==> src/rtl/skf_sat_counter.sv <==
// Saturating up-counter with synchronous clear; it sticks at all-ones
// instead of wrapping, so a long run of failures never reads back as zero.
module skf_sat_counter #(
  parameter int W = 8
) (
  input  logic         clk,
  input  logic         rst,
  input  logic         clr_i,
  input  logic         inc_i,
  output logic [W-1:0] cnt_o
);

  logic [W-1:0] cnt_q;
  logic [W-1:0] cnt_d;

  always_comb begin
    cnt_d = cnt_q;
    if (clr_i) begin
      cnt_d = '0;
    end else if (inc_i && (cnt_q != {W{1'b1}})) begin
      cnt_d = cnt_q + 1'b1;
    end
  end

  // NOTE: state registers use non-blocking assignment so every flop samples
  // pre-edge values regardless of the order in which the blocks execute.
  always_ff @(posedge clk) begin
    if (rst) begin
      cnt_q <= '0;
    end else begin
      cnt_q <= cnt_d;
    end
  end

  assign cnt_o = cnt_q;

endmodule

==> config.mk <==
export PLATFORM = sky130hd
export DESIGN_NAME = skf_sat_counter
export DESIGN_NICKNAME = d
export VERILOG_FILES = /design/src/rtl/skf_sat_counter.sv
export SDC_FILE = /design/constraint.sdc
export NUM_CORES = 1
export LEC_CHECK = 0
export BUFFER_PORTS_ARGS = -buffer_cell sky130_fd_sc_hd__buf_2
export CAP_MARGIN = 20
export CELL_PAD_IN_SITES_DETAIL_PLACEMENT = 0
export CELL_PAD_IN_SITES_GLOBAL_PLACEMENT = 1
export CORE_AREA = 4 4 43 45
export DETAILED_ROUTE_END_ITERATION = 10
export DIE_AREA = 0 0 47 49
export PLACE_DENSITY = 0.63
export SLEW_MARGIN = 20
export SYNTH_ARGS = -nofsm -noshare
export SYNTH_HDL_FRONTEND = slang
export SYNTH_SLANG_ARGS = --single-unit
==> constraint.sdc <==
create_clock -name clk -period 1.3 [get_ports clk]
set_input_delay 0.26 -clock clk [delete_from_list [all_inputs] [get_ports clk]]
set_output_delay 0.26 -clock clk [all_outputs]
set_load 0.05 [all_outputs]
# Word-level counts from Yosys, hierarchy flattened
# Cells that the tools add are included.
# W data, S select, Z words.
[word_totals] regBits=8 latchBits=0 ramBits=0 rom_bits=0 in_bits=4 out_inout_bits=8 wordCells=5 memories=0
[classes] add_sub_neg=1 mul=0 div=0 magnitude_cmp=0 eq_ne=1 shifts=0 muxes=0 bitwise=0 reduce_logical=2
[op_table] cell="$add A8 B1 Y8 const B" count=1
[op_table] cell="$ne A8 B8 Y1 const B" count=1
[op_table] cell="$reduce_or A2 Y1" count=1
[op_table] cell="$logic_and A1 B1 Y1" count=1

# Longest topological paths before layout
# Gate-level depths: netlist of run 1.
[depth] ltp_word=2 depth_mapped=4 mapped_depth_nobuf=4

# Least setup slack after synthesis of run 1
# OpenSTA, ideal clock, no wires.
[synth_timing] path_type="flip-flop to flip-flop" start="reg cnt_q[0], in the netlist cnt_o[0]" end="reg cnt_q[6], in the netlist cnt_o[6]" arrival_ps=1639 slack_ps=-454 stages_incl_launch_ff=5 synth_period_minus_slack_ps=1754 path_cell_list="dfxtp_1 > ha_1 > nand3_1 > or4_1 > and3_1"
[synth_via] elab_chain_cells=2 word_cells_on_any_way=3 classes_between="add/sub (1); eq/ne (1); reduce/logical (1)"
[synth_lines] item="from (decl)" line="13" text="logic [W-1:0] cnt_q;"
[synth_lines] item="from (signal assigned)" line="31" text="cnt_q <= cnt_d;"
[synth_lines] item="branches (longest 2 deep; another with $add A8 B1 Y8)"
# Several ways; the timed one is not identified.
# A chain may end at the register's enable or synchronous reset.

# Worst setup path in the final report of run 1
# Same ends and word-level chain as after synthesis.

==> impl_results.md, run 1 <==
- Status: finished clean
- Layout cells sized above 1: 0.508
- Netlist cell types: 21
- Fill count: 161
- Gate Count Post-Synth: 47
- Register area share after synthesis: 0.368
- CTS tree: built
- Clk slew on worst S/H paths: 60 ps
- Setup ws final: ~29 ps
- Setup-failing EPs final: 0
- Ys Warns: 0
- Post-Route WL: 1090 um
- Root Buffer: clkbuf_4
- Post-Syn Nets: 52
- Number of diodes: 0
- Met1 usage: 0.140
- Starting Density: 0.296
- Initial DRC count: 6
- Cell Rows: 14
- Final instance area: 624 um2
- Critical Path AT: 1420 ps
- Final Max Tran Viols: 0
- TritonCTS Buffers: 3
- CTS Hold Bufs: 0
- Max-Cap Viols: 0
- Overflow after GRT: 0
- Worst rel slew slack: 0.824
- Met2 GRT Util: 0.176
- Final Hold Viols: 0
- Clk_lat worst skew: 250 ps
- Worst setup EP type: register
- H-tree levels: 1
- Hold crit path type: in -> reg
- PD cells: approximately 770 nW/um2
- Final Skew: 5.08 ps
- Critical path class: reg -> reg
- IO Count: 12
- Vias in the first global route: 435
- Worst slew pin tran: 263 ps
- Die extent in x: 47 um
- Fin crit share: 0.977
- Post-Syn Area: 435 um2
- Global Route Usage Sum: 0.115
- Lkg Pwr: 0.254 nW
- Wire per inst: about 13 um
- Pre-CTS setup slack: -2.47 ps
- Largest register FFs: 8
- Placed Area: 583 um2
- Detailed-route via count: 428
- Layout area overhead: 43.4%
- Met3 Usage GRT: 0.0332
- Routability Congestion: 0.649
- Average vias per placed instance: 5.28
- DRC viols: 0
- Final hold slack: ~250 ps
- Initial antenna violation count: 0
- Post-CTS setup repair buffer count: 0
- Placed wire-length estimate: about 840 um
- Startpoint type of the worst setup path: register
- Clk sink count: 8
- Chip height: 49 um
- Fmax: 0.787 GHz
- VDD IR max: 0.000476 V
- RSZ-0062 raised after global routing: yes
- Buffers added on ports: 11
- Number of synthesized register bits: 8
- Commonest non-fill, non-tap cell in the layout: buf_2
- Total core area: ~1500 um2
- Die area: roughly 2300 um2
- Pre-antenna DRT Iters: 2
- Largest net degree at the start of global routing: 8
- Avg Inst Size Synth: between 9 and 10 um2
- Finished Core Util: 0.424
- Most frequent cells in the layout: buf_2, nand2_1, dfxtp_4
- CP required: 1440 ps
- Max clock buf depth: 2
- GR peak layer: met2
- NumNets Final: 72
- Final ANT Viol Nets: 0
- First-pass GRT wire length: about 1900 um
- CP Max Fanout: 5
- Tmin final: 1270 ps
## path summary, 6_finish.rpt
| path | slack (ps) | end | depth (start not counted) | from |
|---|---|---|---|---|
| hold / removal | 250 | cnt_o[5]$_SDFFE_PP0P_ | 2 | clr_i |
| setup / recovery | 30 | cnt_o[6]$_SDFFE_PP0P_ | 4 | cnt_o[0]$_SDFFE_PP0P_ |
| hold reg to reg | 500 | cnt_o[1]$_SDFFE_PP0P_ | 2 | cnt_o[1]$_SDFFE_PP0P_ |
| setup reg to reg | 30 | cnt_o[6]$_SDFFE_PP0P_ | 4 | cnt_o[0]$_SDFFE_PP0P_ |
## logic make-up (layout without fill, tap and decap cells)
family / after synthesis / in the layout / share of synthesized area
AND/OR/NAND/NOR: 22 / 22 / 0.290
AO/OA/AOI/OAI: 10 / 10 / 0.195
flip-flops: 8 / 8 / 0.368
multiplexers: 4 / 4 / 0.0920
buffers and inverters: 2 / 20 / 0.0259
adder cells (fa/ha/maj): 1 / 1 / 0.0287
## area by class of cell
class / count / area [um2] / share of cell area
Clock buffer: 3 / 22.5 / 0.0361
Inverter: 1 / 3.75 / 0.00601
Multi-Input combinational cell: 37 / 298 / 0.477
Sequential cell: 8 / 185 / 0.297
Tap cell: 16 / 20.0 / 0.0321
Timing Repair Buffer: 16 / 95.1 / 0.152
## cells in the mapped netlist, drive strengths merged
| cell type | instances | area share |
|---|---|---|
| nor2 | 1 | 0.0086 |
| dfxtp | 8 | 0.37 |
| or4 | 1 | 0.017 |
| a21oi | 4 | 0.046 |
| nor4 | 1 | 0.014 |
| a2111oi | 1 | 0.063 |
| inv | 1 | 0.0086 |
| a31oi | 1 | 0.014 |
| a21boi | 3 | 0.060 |
| and4 | 2 | 0.040 |
| o21ai | 1 | 0.011 |
| or3 | 3 | 0.043 |
| nand4 | 2 | 0.029 |
| mux2i | 4 | 0.092 |
| ha | 1 | 0.029 |
| nand3 | 2 | 0.023 |
| buf | 1 | 0.017 |
| and3 | 3 | 0.043 |
| nand2 | 6 | 0.052 |
| and3b | 1 | 0.020 |
## power by group
group,internal (W),switching (W)
registers,0.000236,0.00000271
clock network,0.000106,0.0000918
logic,0.0000161,0.0000256
## worst max-delay path, cell delays in order (launching register included)
cell and delay, ps:
dfxtp_4 360, ha_4 170, nand3_4 70, or4_1 390, and3_1 170
## layer usage
metal / vias up / routed length (um)
li1: 216 / -
met2: 7 / 536
met3: 2 / 46
met5: - / 0
met1: 203 / 490
met4: 0 / 14
## metrics by stage
| stage | std cells | TNS [ps] | total power (W) |
|---|---|---|---|
| after CTS | 81 | 0 | 0.000490 |
| after global routing | 81 | -46.8 | 0.000507 |
| after global placement | 78 | 0 | 0.000286 |
| after detailed placement | 78 | -2.47 | 0.000286 |
| after floorplan | 47 | -63.9 | 0.000264 |
| final | 81 | 0 | 0.000479 |
## repair_timing
action | in CTS | in global routing
pin swaps | 0 | 1
endpoints found under the setup margin | 2 | 5
resized for setup | 1 | 4
(Power assumes the default switching activity.)
==> inputs of run 2 (changes only) <==
==> constraint.sdc (replaced) <==
create_clock -name clk -period 1.3 [get_ports clk]
set_input_delay 0.065 -clock clk [delete_from_list [all_inputs] [get_ports clk]]
set_output_delay 0.065 -clock clk [all_outputs]
set_load 0.05 [all_outputs]
==> impl_results.md, run 2 (synthesis results as in run 1) <==
- TritonCTS Buffers: 3 (unchanged)
- Clk slew on worst S/H paths: 60 ps (about the same)
- Setup-failing EPs final: 0 (unchanged)
- Max-Cap Viols: 0 (unchanged)
- Lkg Pwr: 0.251 nW (-1.2%)
- Final Max Tran Viols: 0 (unchanged)
- Status: finished clean
- Fmax: 0.794 GHz (+0.84%)
- Clock power frac: 0.438 (+0.024)
- First-pass GRT wire length: 1900 um (unchanged)
- Fin crit share: 0.969 (-0.00809)
- DRC viols: 0 (unchanged)
- Worst slew pin tran: 494 ps (+231 ps)
- Layout cells sized above 1: 0.523 (+0.0154)
- Vias in the first global route: 421 (-3.2%)
- Worst path bufs/invs: 0 (unchanged)
- Overflow after GRT: 0 (unchanged)
- CP required: 1460 ps (+20 ps)
- Reg-to-reg slack, setup: 40 ps (about the same)
- Global Route Usage Sum: 0.109 (-0.00618)
- Wire per inst: 13.0 um (-3.1%)
- NetSw: 0.000127 W (+5.6%)
- Crit. Startpoint: cnt_o[0]$_SDFFE_PP0P_
- Clk sink count: 8 (unchanged)
- VDD IR max: 0.000403 V (-15%)
- Placed wire-length estimate: 797 um (-5.2%)
- Tmin final: 1260 ps (-10.5 ps)
- Largest register FFs: 8 (unchanged)
- Startpoint type of the worst setup path: register
- Largest net degree at the start of global routing: 8 (unchanged)
- Pre-CTS setup slack: -8.99 ps (-6.52 ps)
- CP Max Fanout: 5 (unchanged)
- RSZ-0062 raised after global routing: yes
- Peak per-stage delay on the critical path: 390 ps (about the same)
- Cell Rows: 14 (unchanged)
- H-tree levels: 1 (unchanged)
- Critical path class: reg -> reg
- PD cells: 799 nW/um2 (+4.2%)
- Commonest non-fill, non-tap cell in the layout: buf_2
- Final ANT Viol Nets: 0 (unchanged)
- Worst path cell trace: ha_4, nand3_4, or4_1, and3_1
- Number of diodes: 0 (unchanged)
- Comb pwr share: 0.081 (-0.006)
- Die area: 2300 um2 (unchanged)
- Starting Density: 0.296 (unchanged)
- Buffers added on ports: 11 (unchanged)
- Finished Core Util: 0.422 (-0.00255)
- Worst R2R Start: cnt_o[0]$_SDFFE_PP0P_
- Internal power: 0.000369 W (+2.8%)
- Detailed-route via count: 410 (-4.2%)
- Worst setup EP type: register
- Crit-path leading delay family: simple AND/OR/NAND/NOR gates
- IO Count: 12 (unchanged)
- CTS tree: built
- Pre-antenna DRT Iters: 3 (+1)
- Setup ws final: 39.8 ps (+10.5 ps)
- Total core area: 1470 um2 (unchanged)
- Critical Path AT: 1420 ps (about the same)
- Root Buffer: clkbuf_4
- CTS Hold Bufs: 0 (unchanged)
- Post-Route WL: 1050 um (-3.1%)
- Die extent in x: 47 um (unchanged)
- Routability Congestion: 0.642 (-1.0%)
- NumNets Final: 71 (-1.4%)
- Initial antenna violation count: 0 (unchanged)
- Initial DRC count: 1 (-5)
- Worst rel slew slack: 0.669 (-0.154)
- Most frequent cells in the layout: buf_2, nand2_1, dfxtp_4
- Max clock buf depth: 2 (unchanged)
- Clk_lat worst skew: 260 ps (about the same)
- Chip height: 49 um (unchanged)
- Layout area overhead: 42.5%
- Final Skew: 1.49 ps (-3.59 ps)
- Sw frac: 0.256 (+0.00509)
- Slowest cell on the critical path: or4_1
- Hold crit path type: in -> reg
- Hold_sp: clr_i
- Final Hold Viols: 0 (unchanged)
- Reg power frac: 0.482 (-0.017)
- Average vias per placed instance: 5.06 (-4.2%)
run 2: cell count changes in the layout (fill, tap and decap cells not counted):
cell	before	now
clkbuf_1	0	1
clkbuf_4	4	3
and4_2	0	2
and4_1	2	0
buf_2	10	11
buf_4	5	4
run 2: worst paths after layout:
path,to,cells after the start
setup / recovery,cnt_o[6]$_SDFFE_PP0P_,4
hold / removal,cnt_o[5]$_SDFFE_PP0P_,2
setup reg to reg,cnt_o[6]$_SDFFE_PP0P_,4
hold reg to reg,cnt_o[1]$_SDFFE_PP0P_,2
run 2: cell type report:
class	instances	area (um2)
fillers	158	851
multi-input cells	37	300
flip-flops and latches	8	185
repair buffers	15	85.1
clock buffers	4	26.3
well taps	16	20.0
inverters	1	3.75
run 2: power by group through the flow:
stage	combinational [W]	clock, W	sequential [W]
after floorplan	0.0000121	0	0.000252
after global placement	0.0000389	0	0.000244
after detailed placement	0.0000392	0	0.000244
after CTS	0.0000398	0.000223	0.000239
after global routing	0.0000433	0.000232	0.000239
final	0.0000399	0.000217	0.000239
run 2: what timing repair did:
action	CTS	global route
gates resized for setup	1	5
pin swaps	0	1
endpoints found under the setup margin	2	5
setup buffers	0	0
cloned	0	0
run 2: per-layer routing:
metal	vias to the layer above	track usage	part of all wire
li1	219	-	-
met1	179	0.145	0.50
met2	10	0.165	0.44
met3	2	0.0221	0.047
met4	0	0.0415	0.015
met5	-	0	0
run 2: through the flow:
| step | power [W] | instance area [um2] | TNS (ps) | cells | hold WS (ps) |
|---|---|---|---|---|---|
| after floorplan | 0.000264 | 478 | -63.9 | 47 | 120 |
| after global placement | 0.000283 | 576 | 0 | 77 | 315 |
| after detailed placement | 0.000283 | 576 | -8.99 | 77 | 314 |
| after CTS | 0.000501 | 606 | 0 | 81 | 37.1 |
| after global routing | 0.000514 | 621 | -43.8 | 81 | 47.9 |
| final | 0.000496 | 621 | 0 | 81 | 44.2 |
==> inputs of run 3 (changes only) <==
Settings changed: ABC_AREA from default to 1, CAP_MARGIN 20 to 15, CORE_AREA 4 4 43 45 to 4 4 45 47, CTS_CLUSTER_DIAMETER from default to 30, DIE_AREA 0 0 47 49 to 0 0 49 51, PLACE_DENSITY 0.63 to 0.65.
==> impl_results.md, run 3 <==
- Comb pwr share: 0.121 (+0.040)
- Critical Path AT: 1340 ps (-80 ps)
- Area leader, netlist: dfxtp_1
- Met2 GRT Util: 0.137 (-0.0282)
- Number of diodes: 0 (unchanged)
- Internal power: 0.000374 W (+1.3%)
- Overflow after GRT: 0 (unchanged)
- Sw frac: 0.264 (+0.00776)
- VDD IR max: 0.000312 V (-23%)
- IO Count: 12 (unchanged)
- CP required: 1450 ps (about the same)
- GR peak layer: met2
- Reg power frac: 0.502 (+0.020)
- Total core area: 1650 um2 (+12%)
- PD cells: 867 nW/um2 (+8.5%)
- Die extent in x: 49 um (+4.3%)
- Buffers added on ports: 11 (unchanged)
- Placed wire-length estimate: 829 um (+4.0%)
- Initial antenna violation count: 0 (unchanged)
- Initial DRC count: 15 (+14)
- Worst slew pin tran: 266 ps (-228 ps)
- Most common cell in the netlist: nand2_1
- NetSw: 0.000134 W (+5.5%)
- Post-CTS setup repair buffer count: 0 (unchanged)
- Layout cells sized above 1: 0.307 (-0.216)
- Starting Density: 0.279 (-0.0171)
- DRC viols: 0 (unchanged)
- Routability Congestion: 0.722 (+12%)
- Met1 usage: 0.114 (-0.0309)
- Post-synth ARST share: 0 (unchanged)
- Netlist cell types: 14 (-33%)
- Fmax: 0.835 GHz (+5.2%)
- NumNets Final: 95 (+34%)
- Largest register FFs: 8 (unchanged)
- First-pass GRT wire length: 1750 um (-7.6%)
- RSZ-0062 raised after global routing: yes
- Post-synth EDFFs: 0 (unchanged)
- Post-Syn Nets: 78 (+50%)
- Status: finished clean
- Final ANT Viol Nets: 0 (unchanged)
- CTS Hold Bufs: 0 (unchanged)
- Vias in the first global route: 418 (-0.71%)
- CTS tree: built
- Layout area overhead: 27.2%
- Detailed-route via count: 488 (+19%)
- Final instance area: 586 um2 (-5.6%)
- Post-Route WL: 1100 um (+4.2%)
- Tmin final: 1200 ps (-62.3 ps)
- Fin crit share: 0.921 (-0.0479)
- Register area: 173 um2 (-6.8%)
- Chip height: 51 um (+4.1%)
- Cell Rows: 15 (+1)
- Multi-input gate area: 273 um2 (-9.2%)
- Critical path class: reg -> reg
- Commonest non-fill, non-tap cell in the layout: nand2_1
- Post-synth top cells: nand2_1, nor2_1, nand3_1
- H-tree levels: 1 (unchanged)
- Pre-antenna DRT Iters: 4 (+1)
- Setup-failing EPs final: 0 (unchanged)
- Worst setup EP type: register
- Met3 Usage GRT: 0.0292 (+0.00701)
- Max-Cap Viols: 0 (unchanged)
- Synth top area cells: dfxtp_1, nand2_1, nor2_1
- Avg Inst Size Synth: 6.31 um2 (-32%)
- Setup ws final: 102 ps (+62.3 ps)
- Clk sink count: 8 (unchanged)
- Max clock buf depth: 2 (unchanged)
- Root Buffer: clkbuf_4
- Final Max Tran Viols: 0 (unchanged)
- Prevailing post-synth register cell: dfxtp_1
- Gate Count Post-Synth: 73 (+55%)
- Clk slew on worst S/H paths: 50 ps (about the same)
- Final Hold Viols: 0 (unchanged)
- Die area: 2500 um2 (+8.5%)
- Final setup TNS: 0 ps (unchanged)
- Fill count: 188 (+19%)
- Ys Warns: 0 (unchanged)
- Pre-CTS setup slack: 67.0 ps (+76.0 ps)
- Finished Core Util: 0.355 (-0.0672)
- Average vias per placed instance: 4.65 (-8.2%)
- Hold crit path type: in -> reg
- Wire per inst: 10.4 um (-20%)
- Global Route Usage Sum: 0.0935 (-0.0150)
- Worst rel slew slack: 0.822 (+0.152)
- Post-Syn Area: 460 um2 (+5.7%)
- Clock power frac: 0.377 (-0.061)
- Post-synth top area share: 0.348 (-0.0200)
- Placed Area: 553 um2 (-3.9%)
- Clk_lat worst skew: 250 ps (about the same)
- Most frequent cells in the layout: nand2_1, nor2_1, buf_2
- Largest net degree at the start of global routing: 13 (+5)
- Lkg Pwr: 0.267 nW (+6.4%)
- Startpoint type of the worst setup path: register
- Register area share after synthesis: 0.348 (-0.0200)
- Final Total Pwr: 0.000508 W (+2.4%)
- TritonCTS Buffers: 3 (unchanged)
- CP Max Fanout: 6 (+1)
- Number of synthesized register bits: 8 (unchanged)
- CTS resizes: 0 (-1)
- Final Skew: 0.785 ps (-0.702 ps)
-- run 3: routing by layer --
layer / routed length [um] / part of all wire
met1: 523 / 0.48
met2: 502 / 0.46
met3: 58 / 0.053
met4: 12 / 0.011
met5: 0 / 0
-- run 3: cell type report --
type,count,area share
clock buffer,3,0.0385
inverter,9,0.0577
tap,17,0.0363
multi-input combinational,56,0.466
timing repair buffer,12,0.107
sequential,8,0.295
-- run 3: worst paths after layout --
kind	cells after the start	start	slack, ps	end
min reg2reg	2	cnt_o[6]$_SDFFE_PP0P_	500	cnt_o[6]$_SDFFE_PP0P_
min	3	inc_i	180	cnt_o[6]$_SDFFE_PP0P_
max	7	cnt_o[0]$_SDFFE_PP0P_	100	cnt_o[7]$_SDFFE_PP0P_
max reg2reg	7	cnt_o[0]$_SDFFE_PP0P_	100	cnt_o[7]$_SDFFE_PP0P_
-- run 3: kinds of logic (layout without fill, tap and decap cells) --
group / Yosys count / in the layout / synth area share
AOI/OAI and AO/OA: 8 / 8 / 0.0870
and+or+nand+nor: 46 / 47 / 0.457
buffers and inverters: 10 / 24 / 0.0815
DFF: 8 / 8 / 0.348
adders and majority gates: 1 / 1 / 0.0272
-- run 3: power by group through the flow --
stage / clock [W] / combinational (W) / sequential [W]
after floorplan: 0 / 0.0000272 / 0.000276
after global placement: 0 / 0.0000626 / 0.000260
after detailed placement: 0 / 0.0000622 / 0.000260
after CTS: 0.000204 / 0.0000622 / 0.000255
after global routing: 0.000214 / 0.0000688 / 0.000256
final: 0.000192 / 0.0000614 / 0.000255
-- run 3: worst max-delay path, cell delays in order, from the launching register on --
cell and delay [ps]:
dfxtp_4 360, ha_1 210, nand2_1 100, inv_2 80, nand3_4 100, nand2_1 80, nor2_1 130, nor2_1 40
-- run 3: metrics by stage --
step / std cells / hold slack [ps]
detailed placement: 101 / 449
global route: 105 / 206
CTS: 104 / 172
finish: 105 / 179
floorplan: 73 / 276
global placement: 101 / 457
